===== src/rtl/wpn_pkg.sv =====
// Shared definitions for the melee weapon blocks.
// Holds the attack state encoding and the default timing and geometry
// constants, so that wpn_melee_attack_ctrl and wpn_draw_melee agree on them.
package wpn_pkg;

  typedef enum logic [2:0] {
    IDLE       = 3'd0,
    WINDUP     = 3'd1,
    SWING_FWD  = 3'd2,
    SWING_BACK = 3'd3,
    COOLDOWN   = 3'd4
  } melee_state_t;

  localparam int WPN_WINDUP_FRAMES   = 2;
  localparam int WPN_SWING_FRAMES    = 10;
  localparam int WPN_STEP_PX         = 2;
  localparam int WPN_COOLDOWN_FRAMES = 15;
  localparam int WPN_Y_OFS           = 4;

  // Frame counter width: it must hold the largest per-state tick count.
  function automatic int wpn_cnt_width(input int a, input int b, input int c);
    int m;
    m = a;
    if (b > m) m = b;
    if (c > m) m = c;
    return (m < 2) ? 1 : $clog2(m);
  endfunction

endpackage


===== src/rtl/edge_rise_det.sv =====
// Rising-edge detector for a level input that is already in the clk domain.
// Ports:
//   clk, rst  clock and synchronous active-high reset
//   i_d       level input
//   o_rise    high in the cycle where i_d is 1 and was 0 on the previous clk
// o_rise is combinational from i_d, so the consumer sees the edge in the
// same cycle and can register its reaction on the next edge.
module edge_rise_det (
  input  logic clk,
  input  logic rst,
  input  logic i_d,
  output logic o_rise
);

  logic r_d_q;

  always_ff @(posedge clk) begin
    if (rst) r_d_q <= 1'b0;
    else     r_d_q <= i_d;
  end

  assign o_rise = i_d & ~r_d_q;

endmodule


===== src/rtl/wpn_melee_attack_ctrl.sv =====
// Melee attack sequencer: click edge -> windup -> forward swing -> return
// -> cooldown. Drives the weapon drawer (visibility, facing, sprite offset)
// and exports the damage window to hit detection.
// Ports:
//   clk, rst              clock, synchronous active-high reset
//   i_frame_tick          one-cycle pulse per video frame
//   i_mouse_clicked       attack button level
//   i_flip_h              character facing, 1 = left
//   i_pos_x/y_wpn         weapon anchor (hand position)
//   o_pos_x/y_wpn_offset  sprite centre for the drawer (mod 4096)
//   o_wpn_visible         drawer enable
//   o_wpn_flip            facing latched at attack start
//   o_hit_active          damage window, high throughout SWING_FWD
//   o_attack_busy         high whenever not IDLE
//   o_attack_start        one-cycle pulse when an attack enters WINDUP
// All outputs are registered from the next-state values, so they line up
// with the state register and lag the causing input by one clk.
module wpn_melee_attack_ctrl
  import wpn_pkg::*;
#(
  parameter int WINDUP_FRAMES   = WPN_WINDUP_FRAMES,
  parameter int SWING_FRAMES    = WPN_SWING_FRAMES,
  parameter int STEP_PX         = WPN_STEP_PX,
  parameter int COOLDOWN_FRAMES = WPN_COOLDOWN_FRAMES,
  parameter int Y_OFS           = WPN_Y_OFS
) (
  input  logic        clk,
  input  logic        rst,
  input  logic        i_frame_tick,
  input  logic        i_mouse_clicked,
  input  logic        i_flip_h,
  input  logic [11:0] i_pos_x_wpn,
  input  logic [11:0] i_pos_y_wpn,
  output logic [11:0] o_pos_x_wpn_offset,
  output logic [11:0] o_pos_y_wpn_offset,
  output logic        o_wpn_visible,
  output logic        o_wpn_flip,
  output logic        o_hit_active,
  output logic        o_attack_busy,
  output logic        o_attack_start
);

  localparam int CNT_W = wpn_cnt_width(WINDUP_FRAMES, SWING_FRAMES, COOLDOWN_FRAMES);

  localparam logic [CNT_W-1:0] WINDUP_LAST   = CNT_W'(WINDUP_FRAMES - 1);
  localparam logic [CNT_W-1:0] SWING_LAST    = CNT_W'(SWING_FRAMES - 1);
  localparam logic [CNT_W-1:0] COOLDOWN_LAST = CNT_W'(COOLDOWN_FRAMES - 1);
  localparam logic [11:0]      STEP12        = 12'(STEP_PX);
  localparam logic [11:0]      Y_OFS12       = 12'(Y_OFS);

  melee_state_t     r_state;
  logic [CNT_W-1:0] r_fcnt;
  logic [11:0]      r_anim_off;
  logic             r_pend;
  logic             r_flip;

  melee_state_t     w_state_next;
  logic [CNT_W-1:0] w_fcnt_next;
  logic [11:0]      w_anim_next;
  logic             w_pend_next;
  logic             w_flip_next;
  logic             w_start;
  logic             w_rise;
  logic             w_visible_next;
  logic [11:0]      w_pos_x_next;

  edge_rise_det u_click_edge (
    .clk    (clk),
    .rst    (rst),
    .i_d    (i_mouse_clicked),
    .o_rise (w_rise)
  );

  always_comb begin
    w_state_next = r_state;
    w_fcnt_next  = r_fcnt;
    w_anim_next  = r_anim_off;
    w_pend_next  = r_pend;
    w_flip_next  = r_flip;
    w_start      = 1'b0;

    case (r_state)
      IDLE: begin
        // A tick arriving with the click is not counted toward the windup.
        w_fcnt_next = '0;
        w_anim_next = '0;
        if (w_rise) begin
          w_state_next = WINDUP;
          w_flip_next  = i_flip_h;
          w_start      = 1'b1;
        end
      end

      WINDUP: begin
        if (i_frame_tick) begin
          if (r_fcnt == WINDUP_LAST) begin
            w_state_next = SWING_FWD;
            w_fcnt_next  = '0;
          end else begin
            w_fcnt_next = r_fcnt + 1'b1;
          end
        end
      end

      SWING_FWD: begin
        if (i_frame_tick) begin
          w_anim_next = r_anim_off + STEP12;
          if (r_fcnt == SWING_LAST) begin
            w_state_next = SWING_BACK;
            w_fcnt_next  = '0;
          end else begin
            w_fcnt_next = r_fcnt + 1'b1;
          end
        end
      end

      SWING_BACK: begin
        // The return ends on the tick that brings the offset back to zero;
        // "<=" also covers a zero step without underflowing.
        if (i_frame_tick) begin
          if (r_anim_off <= STEP12) begin
            w_anim_next  = '0;
            w_state_next = COOLDOWN;
            w_fcnt_next  = '0;
          end else begin
            w_anim_next = r_anim_off - STEP12;
            w_fcnt_next = r_fcnt + 1'b1;
          end
        end
      end

      COOLDOWN: begin
        if (w_rise) w_pend_next = 1'b1;
        if (i_frame_tick) begin
          if (r_fcnt == COOLDOWN_LAST) begin
            w_fcnt_next = '0;
            // A click queued during cooldown (including this very cycle)
            // chains straight into the next windup without an IDLE cycle.
            if (r_pend || w_rise) begin
              w_state_next = WINDUP;
              w_pend_next  = 1'b0;
              w_flip_next  = i_flip_h;
              w_start      = 1'b1;
            end else begin
              w_state_next = IDLE;
            end
          end else begin
            w_fcnt_next = r_fcnt + 1'b1;
          end
        end
      end

      default: begin
        w_state_next = IDLE;
        w_fcnt_next  = '0;
        w_anim_next  = '0;
        w_pend_next  = 1'b0;
      end
    endcase

    w_visible_next = (w_state_next == WINDUP) || (w_state_next == SWING_FWD) ||
                     (w_state_next == SWING_BACK);
    w_pos_x_next   = w_flip_next ? (i_pos_x_wpn - w_anim_next)
                                 : (i_pos_x_wpn + w_anim_next);
  end

  always_ff @(posedge clk) begin
    if (rst) begin
      r_state            <= IDLE;
      r_fcnt             <= '0;
      r_anim_off         <= '0;
      r_pend             <= 1'b0;
      r_flip             <= 1'b0;
      o_pos_x_wpn_offset <= '0;
      o_pos_y_wpn_offset <= '0;
      o_wpn_visible      <= 1'b0;
      o_hit_active       <= 1'b0;
      o_attack_busy      <= 1'b0;
      o_attack_start     <= 1'b0;
    end else begin
      r_state            <= w_state_next;
      r_fcnt             <= w_fcnt_next;
      r_anim_off         <= w_anim_next;
      r_pend             <= w_pend_next;
      r_flip             <= w_flip_next;
      o_pos_x_wpn_offset <= w_pos_x_next;
      o_pos_y_wpn_offset <= i_pos_y_wpn - Y_OFS12;
      o_wpn_visible      <= w_visible_next;
      o_hit_active       <= (w_state_next == SWING_FWD);
      o_attack_busy      <= (w_state_next != IDLE);
      o_attack_start     <= w_start;
    end
  end

  assign o_wpn_flip = r_flip;

endmodule


===== config.mk =====
export PLATFORM = sky130hd
export DESIGN_NAME = wpn_melee_attack_ctrl
export DESIGN_NICKNAME = d
export VERILOG_FILES = /design/src/rtl/wpn_pkg.sv /design/src/rtl/edge_rise_det.sv /design/src/rtl/wpn_melee_attack_ctrl.sv
export SDC_FILE = /design/constraint.sdc
export NUM_CORES = 1
export LEC_CHECK = 0
export CELL_PAD_IN_SITES_DETAIL_PLACEMENT = 2
export CELL_PAD_IN_SITES_GLOBAL_PLACEMENT = 2
export CORE_MARGIN = 3
export CORE_UTILIZATION = 30
export DETAILED_ROUTE_END_ITERATION = 6
export PLACE_DENSITY_LB_ADDON = 0.25
export SYNTH_ARGS = -nofsm -noshare
export SYNTH_HDL_FRONTEND = slang
export SYNTH_HIERARCHICAL = 1
export SYNTH_SLANG_ARGS = --single-unit

===== constraint.sdc =====
create_clock -name clk -period 7.4 [get_ports clk]
set_input_delay 0.74 -clock clk [delete_from_list [all_inputs] [get_ports clk]]
set_output_delay 0.74 -clock clk [all_outputs]
set_load 0.01 [all_outputs]

* After elaboration in Yosys (flattened, before gate mapping)
Index checks and enable logic that the tools add are counted.
** Word-level totals
- Bits in registers :: 50
- Word-level logic and storage cells :: 83
** Operators by class
- Add/subtract/negate cells :: 6
- Magnitude comparators :: 1
- Equality and inequality tests :: 14
- Muxes and demuxes :: 40
- Bitwise gates (word level) :: 2
- Reductions and logical operators :: 8
** Operator list (number)
- 2-to-1 mux 12 bit :: 4
- case mux 12 bit (3 select lines) :: 1
- 2-to-1 mux 4 bit :: 8
- 2-to-1 mux 3 bit :: 9
- case mux 4 bit (4 select lines) :: 1
- case mux 3 bit (5 select lines) :: 1
- 2-to-1 mux 1 bit :: 13
- adder 12 bit :: 1
- adder 12 x 2 -> 12 bit (second input constant) :: 1
- == test 3 x 2 -> 1 bit (second input constant) :: 4
- less-or-equal comparator 12 x 2 -> 1 bit (second input constant) :: 1
- subtractor 12 bit :: 1
- subtractor 12 x 2 -> 12 bit (second input constant) :: 1
- subtractor 12 x 3 -> 12 bit (second input constant) :: 1
- == test 4 bit (second input constant) :: 2
- != test 2 bit (second input constant) :: 4
- == test 3 x 1 -> 1 bit (second input constant) :: 2
- case mux 1 bit (2 select lines) :: 3
- adder 4 x 1 -> 4 bit (second input constant) :: 1
- == test 4 x 1 -> 1 bit (second input constant) :: 1
- AND reduction 4 bit :: 1
- OR reduction 4 bit :: 1
- == test 3 bit (second input constant) :: 1
- logical NOT 3 bit :: 1
- other kinds (5) :: 7

* Depth between registers and ports, before layout
- Depth after elaboration :: 10
- Mapped depth :: 17

* Cells and area by module
Netlist, hierarchy kept.
** By module, submodules not included
- wpn_melee_attack_ctrl :: instances 1, cells an instance 392, area an instance 3136.8 µm², seq. area each 980.9 µm²
- edge_rise_det :: instances 1, cells an instance 3, area an instance 47.5 µm², seq. area each 20.0 µm²

* Least setup slack after synthesis
Ideal clock, no wire load.
- Path type :: reg-to-reg
- Start :: register r_anim_off[4]
- End :: register o_pos_x_wpn_offset[11]
- Arrival :: 3.834 ns
- Data required time :: 7.277 ns
- Setup slack :: 3.443 ns
- Stages on the path, launching flop included :: 17
- Path buffers :: 1
- Clock period less this slack :: 3.957 ns
- Path through :: dfxtp_1 -> buf_6 -> or4_4 -> nor4_1 -> a21oi_1 -> o21ai_0 -> ha_1 -> o21ai_0 -> ha_1 -> nor2b_1 -> o21a_1 -> o21ai_0 -> a21o_1 -> a21oi_1 -> o31ai_1 -> nor2_1 -> mux2_1
** On the way
- Cells in the longest elaborated chain, start to end :: 6
- Elaborated cells on any way between the ends :: 10
- Those cells by class :: 4 x add/sub; 1 x order compare; 5 x mux
** Ends and longest elaborated chain
- start: declaration :: RTL line wpn_melee_attack_ctrl.sv:53 : logic [11:0] r_anim_off;
- start signal: assignment :: RTL line wpn_melee_attack_ctrl.sv:183 : r_anim_off <= w_anim_next;
- subtractor 12 x 2 -> 12 bit / less-or-equal comparator 12 x 2 -> 1 bit (equally long branches) :: RTL line wpn_melee_attack_ctrl.sv:126, wpn_melee_attack_ctrl.sv:121
- 2-to-1 mux 12 bit :: RTL line wpn_melee_attack_ctrl.sv:121 : if (r_anim_off <= STEP12) begin
- 2-to-1 mux 12 bit :: RTL line wpn_melee_attack_ctrl.sv:120 : if (i_frame_tick) begin
- case mux 12 bit (3 select lines) * :: RTL line wpn_melee_attack_ctrl.sv:82 : case (r_state)
- adder 12 bit / subtractor 12 bit (equally long branches) :: RTL line wpn_melee_attack_ctrl.sv:164, wpn_melee_attack_ctrl.sv:163
- 2-to-1 mux 12 bit * :: RTL line wpn_melee_attack_ctrl.sv:163 : w_pos_x_next = w_flip_next ? (i_pos_x_wpn - w_anim_next)
- end signal: assignment :: RTL line wpn_melee_attack_ctrl.sv:186 : o_pos_x_wpn_offset <= w_pos_x_next;
- end: declaration :: RTL line wpn_melee_attack_ctrl.sv:34 : output logic [11:0] o_pos_x_wpn_offset,
Every way passes the cells marked *; elsewhere a longest branch is shown, timed or not.
A chain may end at the register's enable or synchronous reset.

* Worst setup path in the final report
- Start :: input i_frame_tick
- End :: register o_pos_x_wpn_offset[11]
** On the way
- Cells in the longest elaborated chain, start to end :: 4
- Elaborated cells on any way between the ends :: 8
- Those cells by class :: 2 x add/sub; 6 x mux
** Ends and longest elaborated chain
- start: declaration :: RTL line wpn_melee_attack_ctrl.sv:29 : input logic i_frame_tick,
- 2-to-1 mux 12 bit, on equally long branches :: RTL line wpn_melee_attack_ctrl.sv:120, wpn_melee_attack_ctrl.sv:106
- case mux 12 bit (3 select lines) :: RTL line wpn_melee_attack_ctrl.sv:82
- adder 12 bit / subtractor 12 bit (equally long branches) :: RTL line wpn_melee_attack_ctrl.sv:164, wpn_melee_attack_ctrl.sv:163
- 2-to-1 mux 12 bit * :: RTL line wpn_melee_attack_ctrl.sv:163
Marks and branches as above.

==> results.txt <==
----------------------------------------------------
[Floorplanning]
  Vertical die dimension ... 109 um
  I/O pin cnt ... 58
  Core Box Area ... 0.0100 mm^2
  Total number of placement rows ... 36
  Initial Util ... 31.7%
  Area enclosed by the die boundary ... about 0.012 mm^2
  Width of the chip ... 109 um

[Critical path]
  Cell type with the highest occurrence count on the critical path ... sky130_fd_sc_hd__o21ai_0
  Cell-by-cell listing of the critical path ... clkdlybuf4s50_1 -> nand4_1 -> a211oi_1 -> mux2_2 -> o21ai_0 -> ha_1 -> nor2b_1 -> o21a_1 -> o21ai_0 -> a21o_1 -> a21oi_1 -> o31ai_1 -> nor2_1 -> mux2_1
  Startpoint type of the worst setup path ... primary input
  Largest delay contributor family on the critical path ... compound AO/OA/AOI/OAI gates
  Data required time at the worst endpoint ... 7.61 ns
  Critical path capture point type ... flop
  Count of buffering cells on the critical path with inverters included ... 1
  Cell with the biggest individual delay on the critical path ... sky130_fd_sc_hd__clkdlybuf4s50_1
  Crit-path max FO ... 19
  Delay contributed by the slowest stage of the critical path ... 0.87 ns
  Critical path type ... in -> reg
  Data arrival time at the worst-slack endpoint ... between 5 and 6 ns

[Clocking]
  Total setup buffers inserted after CTS ... 0
  H-tree depth ... 2
  CTS Root Buffer Type ... sky130_fd_sc_hd__clkbuf_8
  Clock latency of the later-clocked register in the worst-skew pair ... about 0.31 ns
  CTS tree ... yes
  Resized Gates After CTS ... 0
  Reg clk slew, reported paths ... approximately 0.1 ns
  Number of sinks driven by the clock tree ... 50
  Hold-fix buffers at CTS ... 0
  Total CTS buffers ... 5
  Clock tree buffer depth ... 2

[Final layout]
  Layout cells sized above 1 ... between 6 and 7%
  Layout overhead on the synthesized area ... 23.5%
  Final net count ... 490
  Antenna cells ... 0
  Final Non-Filler Cells ... between 500 and 600

[STA]
  Actual slew at the worst max-slew pin ... approximately 1.0 ns
  Hold Vio Cnt, Final ... 0
  Final worst slack ... 2.47 ns
  Period utilisation layout ... 66.6%
  Clock period minus worst slack ... just under 5 ns
  Total Negative Setup Slacks ... 0 ns
  Setup-failing EPs final ... 0
  Setup repair after global routing missed its margin ... false
  Worst-case clock skew ... approximately 0.0044 ns
  Worst max-slew margin expressed relative to the limit ... 30.5%
  Final-report max-slew violation count ... 0
  Max frequency ... between 0.2 and 0.25 GHz
  Hold slack final ... 0.484 ns

[Detailed routing]
  Antenna viol nets, final ... 0
  Number of detailed-route iterations in the first pass ... 4
  Final wirelength ... 9.89 mm
  Vias/cell ... 5.24
  Average wire length per cell after detail routing ... around 17 um
  Remaining routing DRC violations ... 0
  Total vias in the final route ... between 3,000 and 4,000
  Count of routing violations after the opening detailed-route iteration ... 93

[Synth]
  Number of synthesized flops with an enable pin ... 0
  Async SR Flop Fraction ... 0%
  Most used flip-flop cell after synthesis ... sky130_fd_sc_hd__dfxtp_1
  Nets in the synthesized netlist ... about 440
  Cell area after synthesis ... between 0.003 and 0.004 mm^2
  Mean instance size in the synthesized netlist ... between 8 and 9 um^2
  Count of different cell masters after synthesis ... 64
  Library cell with the highest instance count after synthesis ... sky130_fd_sc_hd__nor2_1
  Leading area contributor after synthesis ... sky130_fd_sc_hd__dfxtp_1
  Commonest cells post-synth ... 59 x sky130_fd_sc_hd__nor2_1, 50 x sky130_fd_sc_hd__dfxtp_1, 27 x sky130_fd_sc_hd__nand2_1, 26 x sky130_fd_sc_hd__a21oi_1, 19 x sky130_fd_sc_hd__o21ai_0
  Count of mapped cells out of synthesis ... just under 400
  Flops & latches, synth ... 50
  Sequential element share of the synthesized area ... approximately a third
  Fraction of synthesized cell area taken by the top area cell type ... a little under a third
  Synthesis Warnings ... 6
  Most area-consuming cells after synthesis ... sky130_fd_sc_hd__dfxtp_1 31%, sky130_fd_sc_hd__ha_1 7.1%, sky130_fd_sc_hd__nor2_1 7.0%

[Place]
  HPWL after detailed placement ... 7.58 mm
  Number of buffers added on ports ... 57
  Worst slack after detailed placement ... between 2 and 2.5 ns
  Placed instance count ... between 500 and 600
  Final estimated routing congestion in global placement ... approximately 0.76

[Run status]
  Result of the run ... finished clean

[Global route]
  Number of global-route vias before repair ... around 3,300
  Number of antenna violations at the first check in global routing ... 0
  Largest net degree at the start of global routing ... between 40 and 50
  GRT Total Usage ... 17.3%
  Remaining Overflow, GRT ... 0
  First-pass GRT wire length ... approximately 16 mm

[Worst hold path]
  Type of the worst min-delay path ... reg -> reg

[Power and ir drop]
  Power per Cell Area ... 144 mW/mm^2
  Power, Total ... around 0.57 mW
  Max VDD drop ... slightly above 0.00007 V
  Leakage power of the design ... 1.48 nW

[Job]
  Number of max-capacitance violations reported ... 0

----------------------------------------------------
worst reg2reg max path: stages, from the launching register on:
cell	delay (ns)
sky130_fd_sc_hd__dfxtp_1	0.44
sky130_fd_sc_hd__or4_1	0.67
sky130_fd_sc_hd__nor4_1	0.46
sky130_fd_sc_hd__a21oi_1	0.14
sky130_fd_sc_hd__o21ai_0	0.39
sky130_fd_sc_hd__ha_1	0.31
sky130_fd_sc_hd__o21ai_0	0.33
sky130_fd_sc_hd__ha_1	0.30
sky130_fd_sc_hd__nor2b_1	0.13
sky130_fd_sc_hd__o21a_1	0.18
sky130_fd_sc_hd__o21ai_0	0.23
sky130_fd_sc_hd__a21o_1	0.19
sky130_fd_sc_hd__a21oi_1	0.11
sky130_fd_sc_hd__o31ai_1	0.34
sky130_fd_sc_hd__nor2_1	0.07
sky130_fd_sc_hd__mux2_1	0.30
flip-flops by register name (all words and copies together) (netlist names):
signal and cells:
r_fcnt 4, o_attack_busy 1, o_wpn_flip 1, r_pend 1
o_pos_x_wpn_offset 12, o_wpn_visible 1, r_anim_off 12, o_attack_start 1
o_pos_y_wpn_offset 12, o_hit_active 1, u_click_edge/r_d_q 1, r_state 3
final timing paths:
check                            from                                end  slack (ns)  depth (start not counted)
min reg2reg       r_pend$_SDFFE_PP0N_                r_pend$_SDFFE_PP0N_        0.48                          2
max                      i_frame_tick  o_pos_x_wpn_offset[11]$_SDFF_PP0_        2.47                         14
min               r_pend$_SDFFE_PP0N_                r_pend$_SDFFE_PP0N_        0.48                          2
max reg2reg  r_anim_off[5]$_SDFF_PP0_  o_pos_x_wpn_offset[11]$_SDFF_PP0_        2.72                         15
report_power, final:
group | switching [mW] | internal, mW
sequential | 0.00486 | 0.281
combinational | 0.0548 | 0.0571
clock | 0.104 | 0.0668
total | 0.163 | 0.405
logic make-up (layout without fill, tap and decap cells):
group                    Yosys count  in the layout  synth area share, %
AO/OA/AOI/OAI                     84             84                 17.3
AND/OR/NAND/NOR                  168            168                 27.3
flip-flops                        50             50                 31.4
multiplexers                       7              7                 2.75
buffers and inverters             34             82                 4.40
XOR/XNOR                          33             33                 9.08
adder cells (fa/ha/maj)           19             19                 7.70
final cells by class:
class                           instances  area (um^2)
Tap cell                              133          166
Fill cell                            1150         6110
Sequential cell                        50         1000
Timing Repair Buffer                   58          573
Inverter                               16         60.1
Multi-Input combinational cell        311         2040
Clock inverter                          3         21.3
Clock buffer                            5         68.8
per-layer routing:
| metal | wire, um | GRT usage, % |
|---|---|---|
| met1 | 4560 | 21.8 |
| met2 | 5010 | 30.6 |
| met3 | 224 | 2.55 |
| met4 | 93 | 4.60 |
| met5 | 0 | 0 |
per-stage QoR:
| stage | util [%] | area [um^2] |
|---|---|---|
| global placement | 38.3 | 3840 |
| global route | 39.2 | 3930 |
| CTS | 39.2 | 3930 |
| floorplan | - | 3180 |
| finish | 39.2 | 3930 |
| detailed placement | 38.3 | 3840 |
placed cells by master, fill, tap and decap left out, drive strengths merged, types with 7 or more instances in the layout:
| cell | n |
|---|---|
| nor2 | 59 |
| clkdlybuf4s50 | 56 |
| dfxtp | 50 |
| nand2 | 27 |
| a21oi | 26 |
| o21ai | 19 |
| ha | 18 |
| xnor2 | 17 |
| inv | 16 |
| nor3 | 16 |
| xor2 | 16 |
| and2 | 11 |
| nor2b | 10 |
| nand3 | 8 |
| a31oi | 7 |
(Power assumes the default switching activity.)
